File: src/rtl/systolic_pkg.sv
// Shared definitions for the systolic array and its operand feeders:
// default element width / dimension and the feeder sequencing states.
package systolic_pkg;

    localparam int BITS_DEFAULT = 8;
    localparam int DIM_DEFAULT  = 8;

    typedef enum logic [1:0] {
        ST_IDLE  = 2'd0,
        ST_FEED  = 2'd1,
        ST_DRAIN = 2'd2
    } feed_state_t;

    // Width of a counter that must reach 2*dim-2 without wrapping (at least 1 bit).
    function automatic int step_cnt_width(input int dim);
        int w;
        w = $clog2(2 * dim - 1);
        return (w < 1) ? 1 : w;
    endfunction

endpackage

File: src/rtl/systolic_feeder.sv
// Holds a DIM x DIM operand matrix and streams it into a systolic array edge
// as a diagonally skewed lane vector: FEED for 2*DIM-1 cycles, then DRAIN for DIM.
module systolic_feeder
    import systolic_pkg::*;
#(
    parameter int BITS = BITS_DEFAULT,
    parameter int DIM  = DIM_DEFAULT
) (
    input  logic                             clk,
    input  logic                             rst,
    input  logic                             load_en,
    input  logic [$clog2(DIM)-1:0]           load_row,
    input  logic [DIM-1:0][BITS-1:0]         load_data,
    input  logic                             start,
    output logic [DIM-1:0][BITS-1:0]         vec_out,
    output logic                             vec_valid,
    output logic                             busy,
    output logic                             done,
    output feed_state_t                      state_dbg
);

    localparam int CW = step_cnt_width(DIM);
    localparam logic [CW-1:0] FEED_LAST  = CW'(2 * DIM - 2);
    localparam logic [CW-1:0] DRAIN_LAST = CW'(DIM - 1);

    feed_state_t state_q, state_d;
    logic [CW-1:0] cnt_q, cnt_d;
    logic [DIM-1:0][DIM-1:0][BITS-1:0] m_q, m_d;
    logic [DIM-1:0][BITS-1:0] vec_q, vec_d;
    logic done_q, done_d;

    logic [CW-1:0] skew_t;
    logic [DIM-1:0][BITS-1:0] skew_vec;

    // Writes are only honoured in IDLE; a write on the start edge feeds step 0 directly.
    always_comb begin
        m_d = m_q;
        if (state_q == ST_IDLE && load_en && int'(load_row) < DIM) begin
            m_d[load_row] = load_data;
        end
    end

    // Lane i at step t carries M[i][t-i]; lanes outside the diagonal band are zero.
    always_comb begin
        skew_vec = '0;
        for (int i = 0; i < DIM; i++) begin
            for (int c = 0; c < DIM; c++) begin
                if (int'(skew_t) == i + c) begin
                    skew_vec[i] = m_d[i][c];
                end
            end
        end
    end

    always_comb begin
        state_d = state_q;
        cnt_d   = cnt_q;
        done_d  = 1'b0;
        vec_d   = '0;
        skew_t  = '0;
        case (state_q)
            ST_IDLE: begin
                if (start) begin
                    state_d = ST_FEED;
                    cnt_d   = '0;
                    skew_t  = '0;
                    vec_d   = skew_vec;
                end
            end
            ST_FEED: begin
                if (cnt_q == FEED_LAST) begin
                    state_d = ST_DRAIN;
                    cnt_d   = '0;
                end else begin
                    cnt_d  = cnt_q + CW'(1);
                    skew_t = cnt_q + CW'(1);
                    vec_d  = skew_vec;
                end
            end
            ST_DRAIN: begin
                if (cnt_q == DRAIN_LAST) begin
                    state_d = ST_IDLE;
                    cnt_d   = '0;
                    done_d  = 1'b1;
                end else begin
                    cnt_d = cnt_q + CW'(1);
                end
            end
            default: begin
                state_d = ST_IDLE;
                cnt_d   = '0;
            end
        endcase
    end

    always_ff @(posedge clk) begin
        if (rst) begin
            state_q <= ST_IDLE;
            cnt_q   <= '0;
            m_q     <= '0;
            vec_q   <= '0;
            done_q  <= 1'b0;
        end else begin
            state_q <= state_d;
            cnt_q   <= cnt_d;
            m_q     <= m_d;
            vec_q   <= vec_d;
            done_q  <= done_d;
        end
    end

    // No backpressure: vec_valid qualifies vec_out every cycle and the array must accept it.
    assign vec_out   = vec_q;
    assign vec_valid = (state_q == ST_FEED);
    assign busy      = (state_q == ST_FEED) || (state_q == ST_DRAIN);
    assign done      = done_q;
    assign state_dbg = state_q;

endmodule
File: config.mk
export PLATFORM = sky130hd
export DESIGN_NAME = systolic_feeder
export DESIGN_NICKNAME = d
export VERILOG_FILES = /design/src/rtl/systolic_pkg.sv /design/src/rtl/systolic_feeder.sv
export SDC_FILE = /design/constraint.sdc
export NUM_CORES = 1
export LEC_CHECK = 0
export BUFFER_PORTS_ARGS = -buffer_cell sky130_fd_sc_hd__clkbuf_2
export CORE_AREA = 2 2 270 205
export CTS_CLUSTER_SIZE = 40
export DETAILED_ROUTE_END_ITERATION = 6
export DIE_AREA = 0 0 272 207
export SYNTH_ARGS = -nofsm -noshare
export SYNTH_HDL_FRONTEND = slang
export SYNTH_SLANG_ARGS = --single-unit
File: constraint.sdc
create_clock -name clk -period 3.1 [get_ports clk]
set_clock_uncertainty 0.05 [all_clocks]
set_input_delay 0.31 -clock clk [delete_from_list [all_inputs] [get_ports clk]]
set_output_delay 0.31 -clock clk [all_outputs]
set_load 0.005 [all_outputs]
; ---- Yosys cells after proc, flatten, opt, wreduce, memory -nomap -nowiden
; Cells that the tools add are included.
[totals]
output_inout_bits = 69
wordCells = 188
reg_bits = 583
input_bits = 71
[classes]
n_bitwise = 1
n_lt_le_gt_ge = 2
addsub = 1
n_mux = 81
n_eq_ne = 21
reduce_logical = 7
[ops]
columns = op, n
row1 = $bwmux 512, 1
row2 = $mux 512, 1
row3 = $mux 8, 64
row4 = $demux 64 s3, 1
row5 = $mux 64, 3
row6 = $pmux 64 s2, 1
row7 = $eq 4x4->1 const B, 9
row8 = $eq 4x3->1 const B, 5
row9 = $mux 4, 4
row10 = $pmux 4 s3, 1
row11 = $eq 4x2->1 const B, 2
row12 = $mux 2, 3
row13 = $pmux 2 s3, 1
row14 = $add 4x1->4 const B, 1
row15 = $logic_not 4->1, 1
row16 = $lt 3x4->1 const B, 1
row17 = $ne 2x2->1 const B, 2
row18 = $ge 3x1->1 const B, 1
row19 = $reduce_and 3->1, 1
row20 = $eq 2x1->1 const B, 1
row21 = $eq 2x2->1 const B, 1
row22 = $logic_and 1x1->1, 2
row23 = $logic_not 2->1, 1
row24 = $ne 2x1->1 const B, 1
row25 = other kinds (4), 4

; ---- Depth between registers and ports, before layout
; Gate-level depths: netlist of the first run.
[logic_depth]
depth_word = 16
mapped_depth = 12
depth_no_buf = 8

; ---- Worst setup path after synthesis of the first run
; No wires, ideal clock.
[synth_timing]
kind = register to register
from = register cnt_q[0]
to = register vec_q (netlist bit vec_out[55])
setup_ps = 146
t_arrival_ps = 2405
required_ps = 2904
setup_slack_ps = 499
synth_period_minus_slack_ps = 2601
n_path_buf = 3
stages_incl_launch_ff = 12
cell_sequence = dfxtp_1 -> buf_6 -> clkinv_1 -> ha_1 -> and3_1 -> buf_2 -> or3_4 -> nor3_2 -> buf_2 -> a221oi_1 -> a21oi_1 -> a2111oi_1
[synth_via]
elab_chain_cells = 14
word_cells_on_any_way = 23
classes_between = add/sub (1) / eq/ne (9) / mux (13)
[synth_lines]
columns = item, line
row1 = from (decl), systolic_feeder.sv:27  ; logic [CW-1:0] cnt_q, cnt_d;
row2 = from (signal assigned), systolic_feeder.sv:105  ; cnt_q <= cnt_d;
row3 = $add 4x1->4 or $eq 4x4->1 (tied branches), "systolic_feeder.sv:76, systolic_feeder.sv:71"
row4 = $mux 4, systolic_feeder.sv:71  ; if (cnt_q == FEED_LAST) begin
row5 = $mux 4, -
row6 = $eq 4x4->1, systolic_feeder.sv:48  ; if (int'(skew_t) == i + c) begin
row7 = $mux 8 (8 in series), systolic_feeder.sv:48
row8 = $mux 64 (on tied branches), "systolic_feeder.sv:71, systolic_feeder.sv:63"
row9 = $pmux 64 s2 *, systolic_feeder.sv:61  ; case (state_q)
row10 = to (signal assigned), systolic_feeder.sv:107  ; vec_q <= vec_d;
row11 = to (decl), systolic_feeder.sv:29  ; logic [DIM-1:0][BITS-1:0] vec_q, vec_d;
; Mark *: on every way between the ends. The rest lies on a longest branch, timed or not.
; A chain may end at the register's enable or synchronous reset.

; ---- Final worst setup path of the first run
[layout_timing]
from = register cnt_q[1]
to = register vec_q (netlist bit vec_out[16])
[layout_via]
elab_chain_cells = 14
word_cells_on_any_way = 23
classes_between = add/sub (1) / eq/ne (9) / mux (13)
[layout_lines]
columns = item, line
row1 = $add 4x1->4 or $eq 4x4->1 (tied branches), "systolic_feeder.sv:76, systolic_feeder.sv:71"
row2 = $mux 4, systolic_feeder.sv:71
row3 = $mux 4, -
row4 = $eq 4x3->1, systolic_feeder.sv:48
row5 = $mux 8 (8 in series), systolic_feeder.sv:48
row6 = $mux 64 (on tied branches), "systolic_feeder.sv:71, systolic_feeder.sv:63"
row7 = $pmux 64 s2 *, systolic_feeder.sv:61
; Marks and branches as above.

==> flow_summary_export.csv, run 1 <==
group,metric,value,unit
timing,relSlewSlack,40.9,%
grt,antenna_found_initial,11,
cells_and_area,final_cell_mix,"dfxtp_1 (583), nor2_1 (580), mux2i_1 (483), clkbuf_2 (138), o22ai_1 (113)",
cts,numCtsBuffers,57,
grt,grt_max_degree,193,
pwr,power_frac_seq,44.9,%
detailed_routing,routedWlPerCell,27.2,um
detailed_routing,drtIter0Drc,2502,
grt,grt_pass1_wl,132000,um
pwr,clockPowerShare,41.0,%
worst_setup_path,cp-end-kind,"flop",
timing,worst_slack,0.0981,ns
pwr,total_power,17400,uW
timing,hold_viol_final,0,
hold_path,min_to,"m_q[255]$_SDFF_PP0_",
worst_setup_path,r2r_cells,8,
cts,cts_max_level,2,
status,outcome,"finished clean",
timing,maxSlewViolCount,0,
flow_run,maxCapViolations,0,
detailed_routing,first_pass_iters,5,
pwr,p_int,12500,uW
timing,worstMarginPinSlew,0.886,ns
pwr,p_sw,4870,uW
worst_setup_path,required,3.53,ns
synthesis,synth.distinct_cells,74,
worst_setup_path,arrival,3.43,ns
grt,grt.total_usage,31.9,%
detailed_routing,via_count,20100,
place,port_buffers,139,
place,post-place-ws,0.00546,ns
floorplanning,ios,140,
synthesis,syn_nets,2586,
synthesis,synthFlopType,"dfxtp_1",
floorplanning,coreArea,53800,um2
cells_and_area,final_common_cell,"dfxtp_1",
cts,tritoncts,"built",
pwr,p_sw_share,28.0,%
floorplanning,die_w,272,um
worst_setup_path,rr_startpoint,"cnt_q[1]$_SDFFE_PP0P_",
timing,max_freq,333,MHz
grt,overflow,0,
synthesis,syn-cell-area,24000,um2
synthesis,yosys_register_bits,583,
worst_setup_path,worst_setup_path_start_kind,"flop",
timing,setup_viol,0,
cells_and_area,nets,2676,
hold_path,hold_start,"load_data[63]",
grt,grt_pass1_vias,19100,
detailed_routing,drc_errors,0,
timing,finalCritPeriodShare,96.8,%
synthesis,synth_edf_count,0,
synthesis,ys_seq_area_share,48.7,%
detailed_routing,via_per_inst,5.96,
pwr,p_leak,0.0110,uW
cells_and_area,drive_gt1_share,16.4,%
hold_path,hp-class,"input port to flop",
cells_and_area,final_core_util,51.7,%
place,gp_congestion,0.963,
cts,clock-sinks,583,
worst_setup_path,r2r-end,"vec_out[16]$_SDFF_PP0_",
floorplanning,rows,74,
detailed_routing,totalWireLength,91700,um
cts,clk_path_buf_depth,3,
place,dpl.hpwl,59700,um
synthesis,ys_warn_count,0,
pwr,combinationalPowerShare,14.1,%
cts,cts-root-buf,"clkbuf_16",
synthesis,async_flop_share,0,%
detailed_routing,detail-route-antenna-nets,0,
cells_and_area,fin_area,27800,um2
pwr,p_per_area,626,nW/um2
cells_and_area,synthToLayoutAreaGrowth,15.8,%
worst_setup_path,rrSetupSlack,0.1,ns
synthesis,syn_inst,2508,
place,dpl_cell_area,25800,um2
floorplanning,initial_core_util,44.6,%
worst_setup_path,critPathMaxFanout,8,
cts,path_clk_slew,0.07,ns
worst_setup_path,path_class,"flop to flop",
timing,hold_ws,0.0371,ns
cts,clk_latency,0.63,ns
timing,layout_min_cycle_time,3.00,ns
floorplanning,dieHeight,207,um
synthesis,syn_area_per_cell,9.56,um2
floorplanning,die_area,56300,um2
hold_path,whs_path_depth,3,
pwr,vdd_ir_drop_max,0.442,mV
cts,cts_setup_buffers,0,
timing,rsz0062_at_grt,"no",
-- synthesized netlist by cell type, types with 8 or more instances --
cell	number	area, um2
a2111oi_1	8	80.1
a211o_1	8	70.1
a21boi_0	8	60.1
a21oi_1	71	355
a221o_1	17	170
a221oi_1	24	210
a22oi_1	15	113
and3_1	8	50.1
buf_2	65	325
buf_4	11	82.6
buf_6	9	101
clkbuf_1	144	541
dfxtp_1	583	11700
mux2_2	14	158
mux2i_1	483	4830
nand2_1	60	225
nand3_1	14	70.1
nor2_1	580	2180
nor2b_1	18	113
nor3_1	27	135
nor4_1	19	119
o211ai_1	8	60.1
o21ai_0	33	165
o21ai_1	10	50.1
o221ai_1	12	105
o22a_1	15	131
o22ai_1	113	707
o31ai_1	8	60.1
o32ai_1	8	70.1
or3_1	11	68.8
-- layout make-up --
cell class | count | area (um2)
Clock buffer | 74 | 1600
Clock inverter | 32 | 304
Multi-Input combinational cell | 1682 | 11300
Inverter | 8 | 30.0
Antenna cell | 3 | 7.51
Fill cell | 5004 | 26000
Sequential cell | 583 | 11700
Timing Repair Buffer | 266 | 1960
Tap cell | 722 | 903
-- through the flow --
| step | std cells | TNS (ns) |
|---|---|---|
| 3_5_place_dp | 3261 | 0 |
| 2_1_floorplan | 2508 | 0 |
| 5_1_grt | 3367 | 0 |
| 6_report | 3370 | 0 |
| 4_1_cts | 3367 | 0 |
| 3_3_place_gp | 3261 | -0.00959 |
-- layer usage --
layer | global-route usage (%) | part of all wire, %
met1 | 46.7 | 45
met2 | 47.2 | 42
met3 | 5.29 | 9.2
met4 | 11.6 | 3.7
met5 | 0 | 0.038
-- critical path, cell delays in order, from the launching register on --
cell and delay (ns):
dfxtp_1 0.46, ha_1 0.37, and2b_1 0.26, a21oi_4 0.36, nand3_1 0.21, buf_4 0.23
o22ai_1 0.37, o22ai_1 0.15, o21ai_0 0.40
-- worst max path at each step --
| stage | startpoint | to | slack [ns] | cells past startpoint |
|---|---|---|---|---|
| 2_1_floorplan | cnt_q[0]$_SDFFE_PP0P_ | vec_out[55]$_SDFF_PP0_ | 0.50 | 11 |
| 3_3_place_gp | cnt_q[0]$_SDFFE_PP0P_ | vec_out[53]$_SDFF_PP0_ | -0.01 | 8 |
| 3_5_place_dp | state_dbg[0]$_SDFFE_PP0P_ | vec_out[9]$_SDFF_PP0_ | 0.005 | 9 |
| 4_1_cts | cnt_q[0]$_SDFFE_PP0P_ | vec_out[53]$_SDFF_PP0_ | 0.04 | 8 |
| 5_1_grt | cnt_q[0]$_SDFFE_PP0P_ | vec_out[50]$_SDFF_PP0_ | 0.01 | 10 |
| 6_report | cnt_q[1]$_SDFFE_PP0P_ | vec_out[16]$_SDFF_PP0_ | 0.1 | 8 |
-- cell families after synthesis --
family / after synthesis / synth area share [%]
fa+ha+maj: 7 / 0.365
mux: 497 / 20.8
buf+inv: 243 / 4.60
xor+xnor: 3 / 0.188
flops: 583 / 48.7
compound gates: 397 / 11.5
simple gates: 778 / 13.9
-- timing repair --
action,CTS,global route
endpoints found under the hold margin,0,0
endpoints found under the setup margin,1,7
gates resized for setup,1,6
hold buffers,0,0
-- power by group through the flow --
stage	Sequential [uW]	Clock [uW]	Combinational, uW
final	7810	7130	2450
after global placement	7970	0	2360
after global routing	7830	7520	2570
after detailed placement	7980	0	2380
after floorplan	7960	0	1440
after CTS	7810	7200	2390
-- registers in the layout, indices dropped and copies added (netlist names) --
register and cells:
m_q 512, state_dbg 2, cnt_q 4, done 1, vec_out 64
No activity file was read; power rests on OpenSTA's default activity.
==> run 2: changes to the inputs <==
--- a/config.mk
+++ b/config.mk
@@ -10,6 +10,7 @@
 export CTS_CLUSTER_SIZE = 40
 export DETAILED_ROUTE_END_ITERATION = 6
 export DIE_AREA = 0 0 272 207
+export SKIP_CTS_REPAIR_TIMING = 1
 export SYNTH_ARGS = -nofsm -noshare
 export SYNTH_HDL_FRONTEND = slang
 export SYNTH_SLANG_ARGS = --single-unit
==> constraint.sdc (replaced) <==
create_clock -name clk -period 3.85 [get_ports clk]
set_clock_uncertainty 0.05 [all_clocks]
set_input_delay 0.385 -clock clk [delete_from_list [all_inputs] [get_ports clk]]
set_output_delay 0.385 -clock clk [all_outputs]
set_load 0.005 [all_outputs]
==> run 2 against run 1 <==
Against the previous run: via count fell by 0.68%; non-clock buffer count is 59 lower; cell count decreased by 2.1%; critical path type unchanged; largest cell class unchanged.
==> flow_summary_export.csv, run 2 (synthesis gave the netlist of run 1 again) <==
group,metric,value,unit
cts,cts_max_level,2,
hold_path,hp-class,"input port to flop",
place,dpl.hpwl,57500,um
detailed_routing,via_per_inst,6.04,
detailed_routing,first_pass_iters,6,
cts,path_clk_slew,0.07,ns
pwr,p_leak,0.0107,uW
status,outcome,"finished clean",
detailed_routing,detail-route-antenna-nets,0,
timing,hold_viol_final,0,
timing,finalCritPeriodShare,89.4,%
floorplanning,die_area,56300,um2
timing,fin_setup_tns,0,ns
cells_and_area,synthToLayoutAreaGrowth,12.9,%
detailed_routing,drc_errors,0,
detailed_routing,via_count,19900,
cells_and_area,largest_register_ffs,512,
timing,hold_ws,0.190,ns
flow_run,maxCapViolations,0,
pwr,vdd_ir_drop_max,0.357,mV
detailed_routing,routedWlPerCell,27.4,um
cts,clk_latency,0.63,ns
cells_and_area,top_register,"m_q",
cts,numCtsBuffers,56,
cells_and_area,final_common_cell,"dfxtp_1",
floorplanning,die_w,272,um
grt,grt_max_degree,177,
cts,clk_path_buf_depth,3,
place,post-place-ws,0.582,ns
cts,cts-root-buf,"clkbuf_16",
cells_and_area,final_cell_mix,"dfxtp_1 (583), nor2_1 (580), mux2i_1 (483), clkbuf_2 (138), o22ai_1 (113)",
grt,grt_pass1_wl,129000,um
timing,setup_viol,0,
worst_setup_path,critPathMaxFanout,25,
timing,maxSlewViolCount,0,
floorplanning,ios,140,
detailed_routing,drtIter0Drc,2307,
cts,tritoncts,"built",
timing,worst_slack,0.409,ns
floorplanning,dieHeight,207,um
timing,max_freq,291,MHz
cells_and_area,final_core_util,50.3,%
cells_and_area,nFillCells,5036,
worst_setup_path,cp-end-kind,"flop",
place,gp_congestion,0.976,
worst_setup_path,required,4.27,ns
timing,worstMarginPinSlew,1.01,ns
worst_setup_path,worst_setup_path_start_kind,"flop",
cts,clock-sinks,583,
place,port_buffers,139,
grt,overflow,0,
timing,layout_min_cycle_time,3.44,ns
cells_and_area,drive_gt1_share,13.8,%
floorplanning,rows,74,
worst_setup_path,path_class,"flop to flop",
grt,grt_pass1_vias,18400,
cells_and_area,nets,2616,
pwr,p_per_area,506,nW/um2
cells_and_area,n_antenna_cell,0,
floorplanning,coreArea,53800,um2
timing,relSlewSlack,32.6,%
timing,rsz0062_at_grt,"no",
detailed_routing,totalWireLength,90500,um
grt,antenna_found_initial,4,
grt,grt.total_usage,31.2,%
floorplanning,initial_core_util,44.6,%
worst_setup_path,arrival,3.86,ns
==> run 2: cell types whose count changed in the layout (fill, tap and decap cells not counted), moves of 4 or more <==
cell	change
buf_4	-48
clkbuf_8	+7
clkbuf_1	+4
buf_12	-11
clkinvlp_4	-4
clkinv_2	-9
==> run 2: power by group <==
| group | internal [uW] | switching [uW] | leakage, uW | total [uW] |
|---|---|---|---|---|
| Clock | 3110 | 2450 | 0.000907 | 5560 |
| Sequential | 6230 | 58.4 | 0.00471 | 6290 |
| Combinational | 567 | 1300 | 0.00505 | 1860 |
| Total | 9910 | 3800 | 0.0107 | 13700 |
==> run 2: layout make-up <==
type | instances | area, um2 | area share, %
clock buffers | 83 | 1660 | 6.14
clock inverters | 15 | 155 | 0.573
inverters | 8 | 30.0 | 0.111
multi-input cells | 1682 | 11300 | 41.7
flip-flops and latches | 583 | 11700 | 43.1
well taps | 722 | 903 | 3.34
repair buffers | 207 | 1380 | 5.09
==> run 2: final timing paths <==
path	start	end	slack, ns	cells after the start
min	rst	m_q[355]$_SDFF_PP0_	0.19	2
max	cnt_q[1]$_SDFFE_PP0P_	vec_out[10]$_SDFF_PP0_	0.41	8
min reg2reg	m_q[265]$_SDFF_PP0_	m_q[265]$_SDFF_PP0_	0.41	2
max reg2reg	cnt_q[1]$_SDFFE_PP0P_	vec_out[10]$_SDFF_PP0_	0.41	8
==> run 2: through the flow <==
step / cells / total power [uW] / instance area (um2)
after global placement: 3202 / 8200 / 25300
after global routing: 3300 / 14100 / 27100
after floorplan: 2508 / 7570 / 24000
after detailed placement: 3202 / 8240 / 25300
final: 3300 / 13700 / 27100
after CTS: 3300 / 13700 / 27100
==> run 2: critical path: stages (launching register included) <==
cell      delay [ns]
dfxtp_1         0.45
ha_1            0.37
nand2b_1        0.28
o21ai_2         0.18
nand3_1         0.71
buf_12          0.28
o22ai_1         0.09
nor3_1          0.66
o31ai_1         0.18
==> run 2: metal layers <==
layer / GRT usage (%) / share of wire (%) / up-vias
li1: - / - / 8825
met1: 47.0 / 46 / 9861
met4: 11.5 / 4.1 / 0
met2: 44.8 / 41 / 1052
met3: 4.60 / 8.7 / 204
met5: 0 / 0 / -
